### src/rtl/xor_frame_checksum_pkg.sv
// Shared types and helpers for the streaming XOR frame checksum unit.
// Contents: frame FSM state enum, count-width helper function.
// No ports (package only).
package xor_chk_pkg;

  typedef enum logic [1:0] {
    IDLE  = 2'd0,
    ACCUM = 2'd1,
    HOLD  = 2'd2
  } xor_chk_state_t;

  // Bits needed to hold values 0..max inclusive.
  function automatic int count_width(input int max);
    return $clog2(max + 1);
  endfunction

endpackage

### src/rtl/xor_frame_checksum_lane_reduce.sv
// xor_lane_reduce: combinational XOR fold of LANES words into one WIDTH-bit word.
// Ports: in_data (LANES*WIDTH, lane k = bits [k*WIDTH +: WIDTH]) -> out_word (WIDTH).
// Latency: zero (pure combinational); no handshake, no backpressure.
module xor_lane_reduce #(
  parameter int WIDTH = 8,
  parameter int LANES = 2
) (
  input  logic [LANES*WIDTH-1:0] in_data,
  output logic [WIDTH-1:0]       out_word
);

  always_comb begin
    out_word = '0;
    for (int k = 0; k < LANES; k++) begin
      out_word = out_word ^ in_data[k*WIDTH +: WIDTH];
    end
  end

endmodule

### src/rtl/xor_frame_checksum.sv
// xor_frame_checksum: XOR-folds every word of a frame into a WIDTH-bit checksum.
// Latency: out_valid rises the cycle after the in_last beat is accepted.
// Backpressure: result held (in_ready=0) until out_ready; in_ready is registered.
// Ports: clk, reset (sync, active-high); in_valid/in_ready/in_data/in_last input
//        handshake; out_valid/out_ready/out_chk/out_beats/out_ovf result handshake;
//        out_parity only when XOR_CHK_PARITY_EN is defined.
module xor_frame_checksum
  import xor_chk_pkg::*;
#(
  parameter int WIDTH     = 8,
  parameter int LANES     = 2,
  parameter int MAX_BEATS = 16,
  localparam int CW       = count_width(MAX_BEATS)
) (
  input  logic                   clk,
  input  logic                   reset,
  input  logic                   in_valid,
  output logic                   in_ready,
  input  logic [LANES*WIDTH-1:0] in_data,
  input  logic                   in_last,
  output logic                   out_valid,
  input  logic                   out_ready,
  output logic [WIDTH-1:0]       out_chk,
  output logic [CW-1:0]          out_beats,
`ifdef XOR_CHK_PARITY_EN
  output logic                   out_parity,
`endif
  output logic                   out_ovf
);

  localparam logic [CW-1:0] MAX_CNT = CW'(MAX_BEATS);

  xor_chk_state_t   state_q, state_d;
  logic [WIDTH-1:0] acc_q, acc_d;
  logic [CW-1:0]    count_q, count_d;
  logic             ovf_q, ovf_d;
  logic             in_ready_q, in_ready_d;
  logic             out_valid_q, out_valid_d;
  logic [WIDTH-1:0] beat_val;
  logic             in_acc;
`ifdef XOR_CHK_PARITY_EN
  logic             parity_q, parity_d;
`endif

  xor_lane_reduce #(
    .WIDTH (WIDTH),
    .LANES (LANES)
  ) u_reduce (
    .in_data  (in_data),
    .out_word (beat_val)
  );

  assign in_acc = in_valid && in_ready_q;

  always_comb begin
    state_d  = state_q;
    acc_d    = acc_q;
    count_d  = count_q;
    ovf_d    = ovf_q;
`ifdef XOR_CHK_PARITY_EN
    parity_d = parity_q;
`endif
    case (state_q)
      IDLE, ACCUM: begin
        if (in_acc) begin
          acc_d = acc_q ^ beat_val;
          // Count saturates; a beat beyond the limit only marks overflow.
          if (count_q == MAX_CNT) begin
            ovf_d = 1'b1;
          end else begin
            count_d = count_q + 1'b1;
          end
          state_d = in_last ? HOLD : ACCUM;
`ifdef XOR_CHK_PARITY_EN
          parity_d = ^acc_d;
`endif
        end
      end
      HOLD: begin
        // Acc/count stay frozen in HOLD, so they double as the result registers.
        if (out_ready) begin
          state_d  = IDLE;
          acc_d    = '0;
          count_d  = '0;
          ovf_d    = 1'b0;
`ifdef XOR_CHK_PARITY_EN
          parity_d = 1'b0;
`endif
        end
      end
      default: begin
        state_d = IDLE;
      end
    endcase
    // Handshake outputs are decoded from the next state and registered.
    in_ready_d  = (state_d != HOLD);
    out_valid_d = (state_d == HOLD);
  end

  always_ff @(posedge clk) begin
    if (reset) begin
      state_q     <= IDLE;
      acc_q       <= '0;
      count_q     <= '0;
      ovf_q       <= 1'b0;
      in_ready_q  <= 1'b1;
      out_valid_q <= 1'b0;
`ifdef XOR_CHK_PARITY_EN
      parity_q    <= 1'b0;
`endif
    end else begin
      state_q     <= state_d;
      acc_q       <= acc_d;
      count_q     <= count_d;
      ovf_q       <= ovf_d;
      in_ready_q  <= in_ready_d;
      out_valid_q <= out_valid_d;
`ifdef XOR_CHK_PARITY_EN
      parity_q    <= parity_d;
`endif
    end
  end

  assign in_ready   = in_ready_q;
  assign out_valid  = out_valid_q;
  assign out_chk    = acc_q;
  assign out_beats  = count_q;
  assign out_ovf    = ovf_q;
`ifdef XOR_CHK_PARITY_EN
  assign out_parity = parity_q;
`endif

endmodule
### config.mk
export PLATFORM = sky130hd
export DESIGN_NAME = xor_frame_checksum
export DESIGN_NICKNAME = d
export VERILOG_FILES = /design/src/rtl/xor_frame_checksum_pkg.sv /design/src/rtl/xor_frame_checksum_lane_reduce.sv /design/src/rtl/xor_frame_checksum.sv
export SDC_FILE = /design/constraint.sdc
export NUM_CORES = 1
export LEC_CHECK = 0
export ABC_AREA = 1
export BUFFER_PORTS_ARGS = -buffer_cell sky130_fd_sc_hd__buf_2
export CORE_MARGIN = 5
export CORE_UTILIZATION = 25
export CTS_CLUSTER_DIAMETER = 30
export DETAILED_ROUTE_END_ITERATION = 6
export GPL_TIMING_DRIVEN = 0
export HOLD_SLACK_MARGIN = 0.12
export SYNTH_ARGS = -nofsm -noshare
export SYNTH_HDL_FRONTEND = slang
export SYNTH_HIERARCHICAL = 1
export SYNTH_SLANG_ARGS = --single-unit
### constraint.sdc
create_clock -name clk -period 1.2 [get_ports clk]
set_input_delay 0.06 -clock clk [delete_from_list [all_inputs] [get_ports clk]]
set_output_delay 0.06 -clock clk [all_outputs]
set_load 0.02 [all_outputs]
==> run_results.csv, run 1 <==
group,metric,value,unit
drt,vias,1124,
run_status,violations,"setup timing",
layout,post_route_cells_drive_above_1_share,41.18,%
critical_path,worst-endpoint-required,1.35,ns
drt,wire_per_inst,9.011,um
sta,setup_skew_after_layout,0.0009899,ns
drt,ant_nets,0,
synthesis,synth_fp_nets,191,
synthesis,synth.yosys.seq_area_share,34.62,%
layout,post-route-cell-area,1568,um2
layout,finalNonFillerCells,271,
critical_path,worstPathCellList,"inv_4 > ha_4 > nand2_2 > inv_2 > nand2_2 > nand2_2 > nand2_4 > nand2_4 > inv_4 > nor2_2 > nor2_1",
floorplanning,initial_core_util,25.84,%
critical_path,critPathLaunchType,"flop",
placed_design,pre_cts_ws,-0.07734,ns
placed_design,placed_cells_incl_taps,254,
drt,router_iterations_before_antenna_repair,4,
floorplanning,dieWidth,74.53,um
placed_design,place_congestion,0.7057,
drt,wirelength,2.442,mm
placed_design,place_hpwl,1.826,mm
clock_network,clk_latency,0.25,ns
layout,num_antenna_cells,0,
synthesis,total_standard_cell_area_after_synthesis,1041,um2
floorplanning,floorplan.rows,23,
sta,grt_setup_unrepaired,"true",
critical_path,cp.buffers_inverters,3,
placed_design,port-buffer-count,36,
pwr,peak_vdd_ir,0.5169,mV
sta,final_count_of_negative_setup_slack_endpoints,1,
critical_path,setup.worst_path.end_class,"flop",
drt,post-route-drc-count,0,
clock_network,clk_pin_slew,0.07,ns
synthesis,ys_top_cells_by_area,"dfxtp_1, nand2_1, inv_1",
critical_path,timing.critical_path.slowest_stage_cell,"dfxtp_4",
floorplanning,design.die.area,5555,um2
layout,multi_input_comb_area,609.3,um2
clock_network,numCtsBuffers,3,
layout,layout.filler_cells,438,
global_route,gr-usage-all-layers,9.335,%
clock_network,cts.path.max_buffers,2,
critical_path,crit_top_cell,"nand2_2",
critical_path,critical_path.max_stage_delay,0.37,ns
sta,whs,0.1578,ns
pwr,total_chip_power,1.761,mW
sta,worstMarginPinSlew,0.2457,ns
clock_network,cts_tree,"done",
layout,areaGrowthSynthToFinish,50.60,%
synthesis,synth.ff_latch_count,18,
min_path,timing.hold.worst.class,"input pin to flop",
sta,slew_headroom,83.60,%
drt,detailedRoute.firstIterationViolations,21,
clock_network,ctsHtreeMaxLevel,1,
sta,slew_viol_final,0,
floorplanning,die_y,74.53,um
sta,timing.final.hold_violations,0,
placed_design,placed_area,1304,um2
global_route,grt_pass1_wl,4.112,mm
sta,final.period_utilization,101.0,%
critical_path,timing.critical_path.arrival,1.36,ns
synthesis,ys_warn_count,6,
synthesis,synth_largest_area_cell,"dfxtp_1",
clock_network,clock-sinks,18,
layout,sequential_cell_area,369.1,um2
run_status,outcome,"finished with violations",
pwr,cellPowerDensity,1123,nW/um2
global_route,grt-ovfl-total,0,
clock_network,cts_root_buffer,"clkbuf_8",
sta,finalWorstSetupSlack,-0.01197,ns
layout,final_net_count,245,
synthesis,synthesis.instances,168,
critical_path,worst_path_dominant_cell_family,"simple AND/OR/NAND/NOR gates",
layout,most-common-layout-cells,"nand2_1, buf_2, inv_1",
floorplanning,floorplan.io_pins,37,
synthesis,synth.distinct_cells,17,
global_route,first_global_vias,1002,
sta,timing.fmax,825.1,MHz
layout,mostFrequentLayoutCell,"nand2_1",
sta,final.min_clock_period,1.212,ns
pwr,total_leakage_power,0.8685,nW
synthesis,synthDominantCellAreaShare,34.62,%
run,maximum_capacitance_violations,0,
drt,vias_per_cell,4.148,
critical_path,timing.critical_path.fanout_max,6,
critical_path,crit_type,"flop to flop",
floorplanning,core_region_area,4029,um2
global_route,maximum_number_of_pins_on_one_net_before_global_route_repair,11,
synthesis,post_synthesis_mean_instance_area,6.196,um2
global_route,antenna_violations_before_repair,0,
repair_timing:
item                                    in CTS  in global routing
gates resized for setup                      3                 30
hold buffers                                 1                  0
hold endpoints to repair                     2                  0
setup buffers                                3                  8
pin swaps                                    1                 12
endpoints found under the setup margin       5                 13
gates cloned                                 0                  1
synth_stat cells:
library cell,n
nand2_1,58
inv_1,30
nor2_1,19
dfxtp_1,18
nand3_1,15
a21oi_1,8
inv_2,4
nand2_2,3
a21oi_2,2
ha_1,2
nand3b_1,2
nand4_1,2
buf_12,1
buf_6,1
nand2_4,1
nor2_4,1
nor4_1,1
per-stage QoR:
stage	util, %	TNS [ns]
finish	38.91	-0.01197
floorplan	-	0
CTS	34.53	-0.02508
global route	38.91	-0.8039
detailed placement	32.36	-0.2606
global placement	32.36	-0.2155
area by class of cell:
type,instances,area share (%)
Buffer,2,1.995
Clock buffer,3,2.634
Clock inverter,1,0.2394
Inverter,34,8.779
Multi-Input combinational cell,114,38.87
Sequential cell,18,23.54
Tap cell,50,3.990
Timing Repair Buffer,49,19.95
kinds of logic (layout without fill, tap and decap cells):
group	after synthesis	after routing	share of synthesized area (%)
AO/OA/AOI/OAI	10	10	5.529
AND/OR/NAND/NOR	102	102	42.19
flip-flops	18	18	34.62
adder cells (fa/ha/maj)	2	2	2.403
buffers and inverters	36	89	15.26
flip-flops by register name, summed over array words and instances, names as in the netlist:
signal     flops
out_ovf        1
in_ready       1
out_chk        8
state_q        2
out_valid      1
out_beats      5
path summary, 6_finish.rpt:
check               startpoint           end  slack, ns  cells after the start
hold reg to reg     state_q[1]    state_q[0]       0.45                      1
hold / removal         in_last    state_q[0]       0.16                      4
setup / recovery  out_beats[0]  out_beats[1]      -0.01                     11
setup reg to reg  out_beats[0]  out_beats[1]      -0.01                     11
where the power goes:
part | switching (mW) | leakage, nW | internal, mW | total, mW
combinational | 0.335 | 0.696 | 0.282 | 0.617
clock | 0.196 | 0.0231 | 0.227 | 0.422
sequential | 0.0627 | 0.150 | 0.659 | 0.721
worst min-delay path, cell delays in order:
cell and delay (ns):
buf_2 0.08, inv_1 0.03, nor2_1 0.13, nor4_1 0.07
layer usage:
metal	GRT usage [%]	routed length [um]	share of wire, %
met1	11.70	1141	47
met4	2.964	17	0.70
met2	15.51	1149	47
met3	2.568	133	5.4
met5	0	0	0
Power figures use the tool's default switching activity.
==> inputs of run 2 (changes only) <==
Clock period 1.2 ns to 1.5 ns, I/O delays scaled along.
==> run_results.csv, run 2 (synthesis gave the netlist of run 1 again) <==
group,metric,value,unit
run_status,outcome,"finished clean",
min_path,holdCritStartpoint,"in_last",
floorplanning,floorplan.io_pins,37,
critical_path,timing.critical_path.arrival,1.53,ns
drt,wirelength,2.232,mm
critical_path,crit_type,"flop to flop",
run,maximum_capacitance_violations,0,
drt,wire_per_inst,8.618,um
clock_network,cts_root_buffer,"clkbuf_8",
global_route,antenna_violations_before_repair,0,
layout,most-common-layout-cells,"nand2_1, buf_2, inv_1",
sta,final.min_clock_period,1.331,ns
critical_path,r2r_setup_slack,0.17,ns
critical_path,timing.critical_path.fanout_max,6,
floorplanning,core_region_area,4029,um2
placed_design,placed_cells_incl_taps,254,
clock_network,cts.path.max_buffers,2,
clock_network,ctsHtreeMaxLevel,1,
critical_path,reg2reg_to,"out_beats[3]",
critical_path,timing.critical_path.slowest_stage_cell,"dfxtp_1",
layout,post_route_cells_drive_above_1_share,25.84,%
critical_path,worstPathCellList,"inv_1 > ha_1 > nand2_1 > inv_1 > nand2_1 > nand2_1 > nand2_2 > nand2_2 > inv_2 > nor2_1 > nor2_1",
global_route,gr-usage-all-layers,8.854,%
critical_path,r2r_start,"out_beats[1]",
global_route,grt-ovfl-total,0,
layout,finalNonFillerCells,259,
sta,setup_skew_after_layout,0.003298,ns
floorplanning,floorplan.rows,23,
clock_network,clock-sinks,18,
clock_network,cts_tree,"done",
min_path,timing.hold.worst.class,"input pin to flop",
layout,layout.filler_cells,455,
critical_path,crit_top_cell,"nand2_1",
drt,vias_per_cell,4.062,
layout,areaGrowthSynthToFinish,29.69,%
drt,post-route-drc-count,0,
clock_network,post-cts-setup-buffers,0,
drt,router_iterations_before_antenna_repair,4,
pwr,total_leakage_power,0.7940,nW
sta,slew_headroom,84.05,%
placed_design,port-buffer-count,36,
layout,mostFrequentLayoutCell,"nand2_1",
pwr,peak_vdd_ir,0.5306,mV
critical_path,setup.worst_path.end_class,"flop",
floorplanning,initial_core_util,25.84,%
sta,timing.fmax,751.6,MHz
clock_network,clk_latency,0.25,ns
min_path,min_delay_path_depth,4,
critical_path,worstSetupPathDepth,11,
global_route,maximum_number_of_pins_on_one_net_before_global_route_repair,11,
layout,multi_input_comb_area,521.8,um2
sta,final_count_of_negative_setup_slack_endpoints,0,
placed_design,place_hpwl,1.845,mm
sta,slew_viol_final,0,
critical_path,critical_path.max_stage_delay,0.42,ns
sta,timing.final.hold_violations,0,
floorplanning,dieWidth,74.53,um
clock_network,clk_pin_slew,0.07,ns
placed_design,place_congestion,0.7917,
layout,largest_reg_flops,8,
drt,detailedRoute.firstIterationViolations,26,
sta,final.period_utilization,88.70,%
global_route,first_global_vias,929,
layout,final_net_count,233,
critical_path,cp.buffers_inverters,3,
critical_path,worst-r2r-cell-count,11,
drt,ant_nets,0,
placed_design,pre_cts_ws,0.1354,ns
sta,worstMarginPinSlew,0.2389,ns
layout,num_antenna_cells,0,
critical_path,worst-endpoint-required,1.70,ns
sta,finalWorstSetupSlack,0.1694,ns
drt,vias,1052,
layout,sequential_cell_area,361.6,um2
floorplanning,design.die.area,5555,um2
global_route,grt_pass1_wl,3.891,mm
pwr,total_chip_power,1.326,mW
min_path,worstHoldEndpoint,"state_q[0]",
critical_path,critPathLaunchType,"flop",
critical_path,worst_path_dominant_cell_family,"simple AND/OR/NAND/NOR gates",
sta,aggregate_negative_setup_slack,0,ns
sta,grt_setup_unrepaired,"false",
clock_network,numCtsBuffers,3,
pwr,cellPowerDensity,982.5,nW/um2
floorplanning,die_y,74.53,um
run 2: cell type report:
cell class	instances	share of cell area, %
plain buffers	2	2.317
clock buffers	4	4.078
inverters	34	9.453
multi-input cells	114	38.65
flip-flops and latches	18	26.78
well taps	50	4.634
repair buffers	37	14.09
run 2: metal layers:
layer	routed length [um]	GRT usage (%)	vias up
met1	1051	11.17	439
met5	0	0	-
met2	1025	14.63	24
met4	25	2.372	0
met3	130	2.703	2
li1	-	-	587
run 2: what timing repair did:
action / in CTS / in global routing
hold endpoints to repair: 2 / 0
endpoints found under the setup margin: 0 / 3
gates resized for setup: 0 / 1
hold buffers: 1 / 0
run 2: worst max-delay path by stage:
stage,startpoint,to
floorplan,out_beats[0],out_beats[3]
global placement,out_beats[0],out_beats[3]
detailed placement,out_beats[0],out_beats[3]
CTS,out_beats[0],out_beats[3]
global route,out_beats[1],out_beats[3]
finish,out_beats[1],out_beats[3]
run 2: through the flow:
stage / area (um2) / util, % / hold slack, ns
finish: 1350 / 33.51 / 0.1860
global route: 1350 / 33.51 / 0.2054
CTS: 1349 / 33.48 / 0.1769
detailed placement: 1284 / 31.86 / 0.2752
global placement: 1284 / 31.86 / 0.2741
floorplan: 1041 / - / 0.1441
run 2: worst reg2reg max path, delay by kind of cell (launching register included):
kind / cells / cell delay, ns
and+or+nand+nor: 7 / 0.50
DFF: 1 / 0.42
buffers and inverters: 3 / 0.18
adders and majority gates: 1 / 0.17
run 2: where the power goes:
group | switching [mW] | total, mW | internal, mW | leakage (nW)
Clock | 0.164 | 0.397 | 0.233 | 0.0288
Combinational | 0.219 | 0.362 | 0.143 | 0.617
Sequential | 0.0430 | 0.567 | 0.524 | 0.148
Total | 0.426 | 1.33 | 0.900 | 0.794
==> inputs of run 3 (changes only) <==
Settings changed: ABC_AREA 1 to unset, CTS_CLUSTER_SIZE set to 12.
==> run_results.csv, run 3 <==
group,metric,value,unit
sta,final_count_of_negative_setup_slack_endpoints,0,
sta,slew_headroom,71.10,%
global_route,maximum_number_of_pins_on_one_net_before_global_route_repair,11,
clock_network,clk_pin_slew,0.07,ns
drt,wire_per_inst,12.78,um
layout,layout.filler_cells,433,
clock_network,ctsHtreeMaxLevel,1,
clock_network,cts_root_buffer,"clkbuf_8",
clock_network,clock-sinks,18,
floorplanning,design.die.area,5439,um2
sta,grt_setup_unrepaired,"false",
drt,vias,922,
layout,final_net_count,169,
sta,setup_skew_after_layout,0.001918,ns
clock_network,cts.path.max_buffers,2,
critical_path,critPathLaunchType,"flop",
placed_design,place_congestion,0.8126,
synthesis,synthDominantCellAreaShare,35.47,%
synthesis,total_standard_cell_area_after_synthesis,1016,um2
floorplanning,floorplan.io_pins,37,
sta,whs,0.1424,ns
synthesis,synthesis.instances,105,
floorplanning,core_region_area,3971,um2
floorplanning,dieWidth,73.75,um
sta,aggregate_negative_setup_slack,0,ns
min_path,timing.hold.worst.class,"input pin to flop",
synthesis,post_synthesis_mean_instance_area,9.676,um2
synthesis,synth_fp_nets,128,
synthesis,synth.yosys.seq_area_share,35.47,%
critical_path,r2r_setup_slack,0.15,ns
clock_network,numCtsBuffers,3,
placed_design,pre_cts_ws,0.05551,ns
clock_network,cts_tree,"done",
drt,ant_nets,0,
synthesis,ys_warn_count,6,
global_route,first_global_vias,965,
critical_path,worst-r2r-cell-count,3,
run,maximum_capacitance_violations,0,
floorplanning,floorplan.rows,23,
critical_path,r2r_start,"out_beats[2]",
floorplanning,die_y,73.75,um
synthesis,synth.top_cells.by_count,"dfxtp_1, nand3b_1, mux2i_1, xor2_1, or3b_1",
sta,worstMarginPinSlew,0.4334,ns
layout,mostFrequentLayoutCell,"buf_2",
placed_design,port-buffer-count,36,
clock_network,clk_latency,0.26,ns
drt,detailedRoute.firstIterationViolations,27,
placed_design,place_hpwl,1.825,mm
synthesis,synth_flop_cell,"dfxtp_1",
global_route,gr-usage-all-layers,10.40,%
critical_path,reg2reg_to,"out_beats[4]",
synthesis,synth_edf_count,0,
sta,slew_viol_final,0,
global_route,grt-ovfl-total,0,
critical_path,setup.worst_path.start,"out_beats[2]",
placed_design,placed_cells_incl_taps,191,
sta,timing.fmax,739.7,MHz
pwr,total_leakage_power,0.5734,nW
synthesis,synth.ff_latch_count,18,
global_route,grt_pass1_wl,4.422,mm
floorplanning,initial_core_util,25.58,%
critical_path,worst-endpoint-required,1.69,ns
layout,most-common-layout-cells,"buf_2, dfxtp_1, nand3b_1",
critical_path,timing.critical_path.fanout_max,7,
drt,vias_per_cell,4.728,
critical_path,endpoint,"out_beats[4]",
layout,finalNonFillerCells,195,
layout,post_route_cells_drive_above_1_share,32.41,%
synthesis,synth_largest_area_cell,"dfxtp_1",
synthesis,ys_top_cells_by_area,"dfxtp_1, mux2i_1, nand3b_1",
drt,post-route-drc-count,0,
pwr,peak_vdd_ir,0.5419,mV
synthesis,synth.distinct_cells,34,
layout,num_antenna_cells,0,
pwr,cellPowerDensity,919.3,nW/um2
global_route,antenna_violations_before_repair,0,
synthesis,asyncSetResetFlopFracSynth,0,%
critical_path,timing.critical_path.arrival,1.54,ns
sta,final.period_utilization,90.13,%
sta,finalWorstSetupSlack,0.1481,ns
layout,areaGrowthSynthToFinish,30.91,%
clock_network,cts_hold_buf,0,
sta,timing.final.hold_violations,0,
drt,router_iterations_before_antenna_repair,4,
critical_path,setup.worst_path.end_class,"flop",
run_status,outcome,"finished clean",
sta,final.min_clock_period,1.352,ns
synthesis,post-synth-top-count-cell,"dfxtp_1",
drt,wirelength,2.493,mm
critical_path,crit_type,"flop to flop",
layout,largest_reg_flops,8,
clock_network,post-cts-setup-buffers,0,
-- run 3: cell types whose count changed after synthesis, sizes merged, moves of 5 or more --
cell | before | now
nand2 | 62 | 1
inv | 34 | 4
nor2 | 20 | 0
nand3 | 15 | 3
nand3b | 2 | 11
a21boi | 0 | 8
mux2i | 0 | 8
or3b | 0 | 8
xor2 | 0 | 8
a21oi | 10 | 5
-- run 3: routing by layer --
metal | track usage [%] | vias up | wire length (um)
met2 | 15.94 | 32 | 1157
met4 | 2.817 | 0 | 13
met1 | 13.65 | 420 | 1134
li1 | - | 468 | -
met3 | 3.830 | 2 | 188
met5 | 0 | - | 0
-- run 3: kinds of logic after synthesis --
family	count (synthesis)	synth area share, %
multiplexers	8	7.882
AND/OR/NAND/NOR	36	27.22
adder cells (fa/ha/maj)	2	2.463
flip-flops	18	35.47
XOR/XNOR	8	6.897
buffers and inverters	10	4.063
AO/OA/AOI/OAI	23	16.01
-- run 3: timing repair --
item	CTS	global route
hold endpoints to repair	0	0
setup endpoints to repair	0	9
resized for setup	0	5
-- run 3: layout make-up --
type                            count  area (um2)  share of cell area [%]
Clock buffer                        4       55.05                   4.139
Buffer                              6       27.53                   2.070
Sequential cell                    18       360.3                   27.09
Timing Repair Buffer               36       180.2                   13.55
Multi-Input combinational cell     77       629.4                   47.32
Tap cell                           50       62.56                   4.704
Inverter                            4       15.01                   1.129
-- run 3: worst max-delay path, cell delays in order, from the launching register on --
cell and delay, ns:
dfxtp_1 0.48, inv_1 0.13, or4_1 0.53, a21oi_1 0.15
-- run 3: through the flow --
step / total power [mW] / util, % / area (um2)
3_3_place_gp: 0.8264 / 31.70 / 1259
2_1_floorplan: 0.7289 / - / 1016
3_5_place_dp: 0.8269 / 31.70 / 1259
4_1_cts: 1.240 / 33.08 / 1314
5_1_grt: 1.307 / 33.49 / 1330
6_report: 1.223 / 33.49 / 1330
-- run 3: worst min path at each step --
stage | startpoint | end | slack, ns | cells past startpoint
floorplan | out_ready | in_ready | 0.25 | 2
global route | out_ready | in_ready | 0.16 | 3
CTS | in_last | state_q[0] | 0.14 | 3
finish | in_last | state_q[0] | 0.14 | 3
global placement | in_last | state_q[0] | 0.42 | 3
detailed placement | in_last | state_q[0] | 0.41 | 3
-- run 3: power breakdown --
group	internal, mW	switching, mW	leakage, nW
combinational	0.127	0.142	0.397
sequential	0.516	0.0303	0.147
clock	0.233	0.174	0.0288
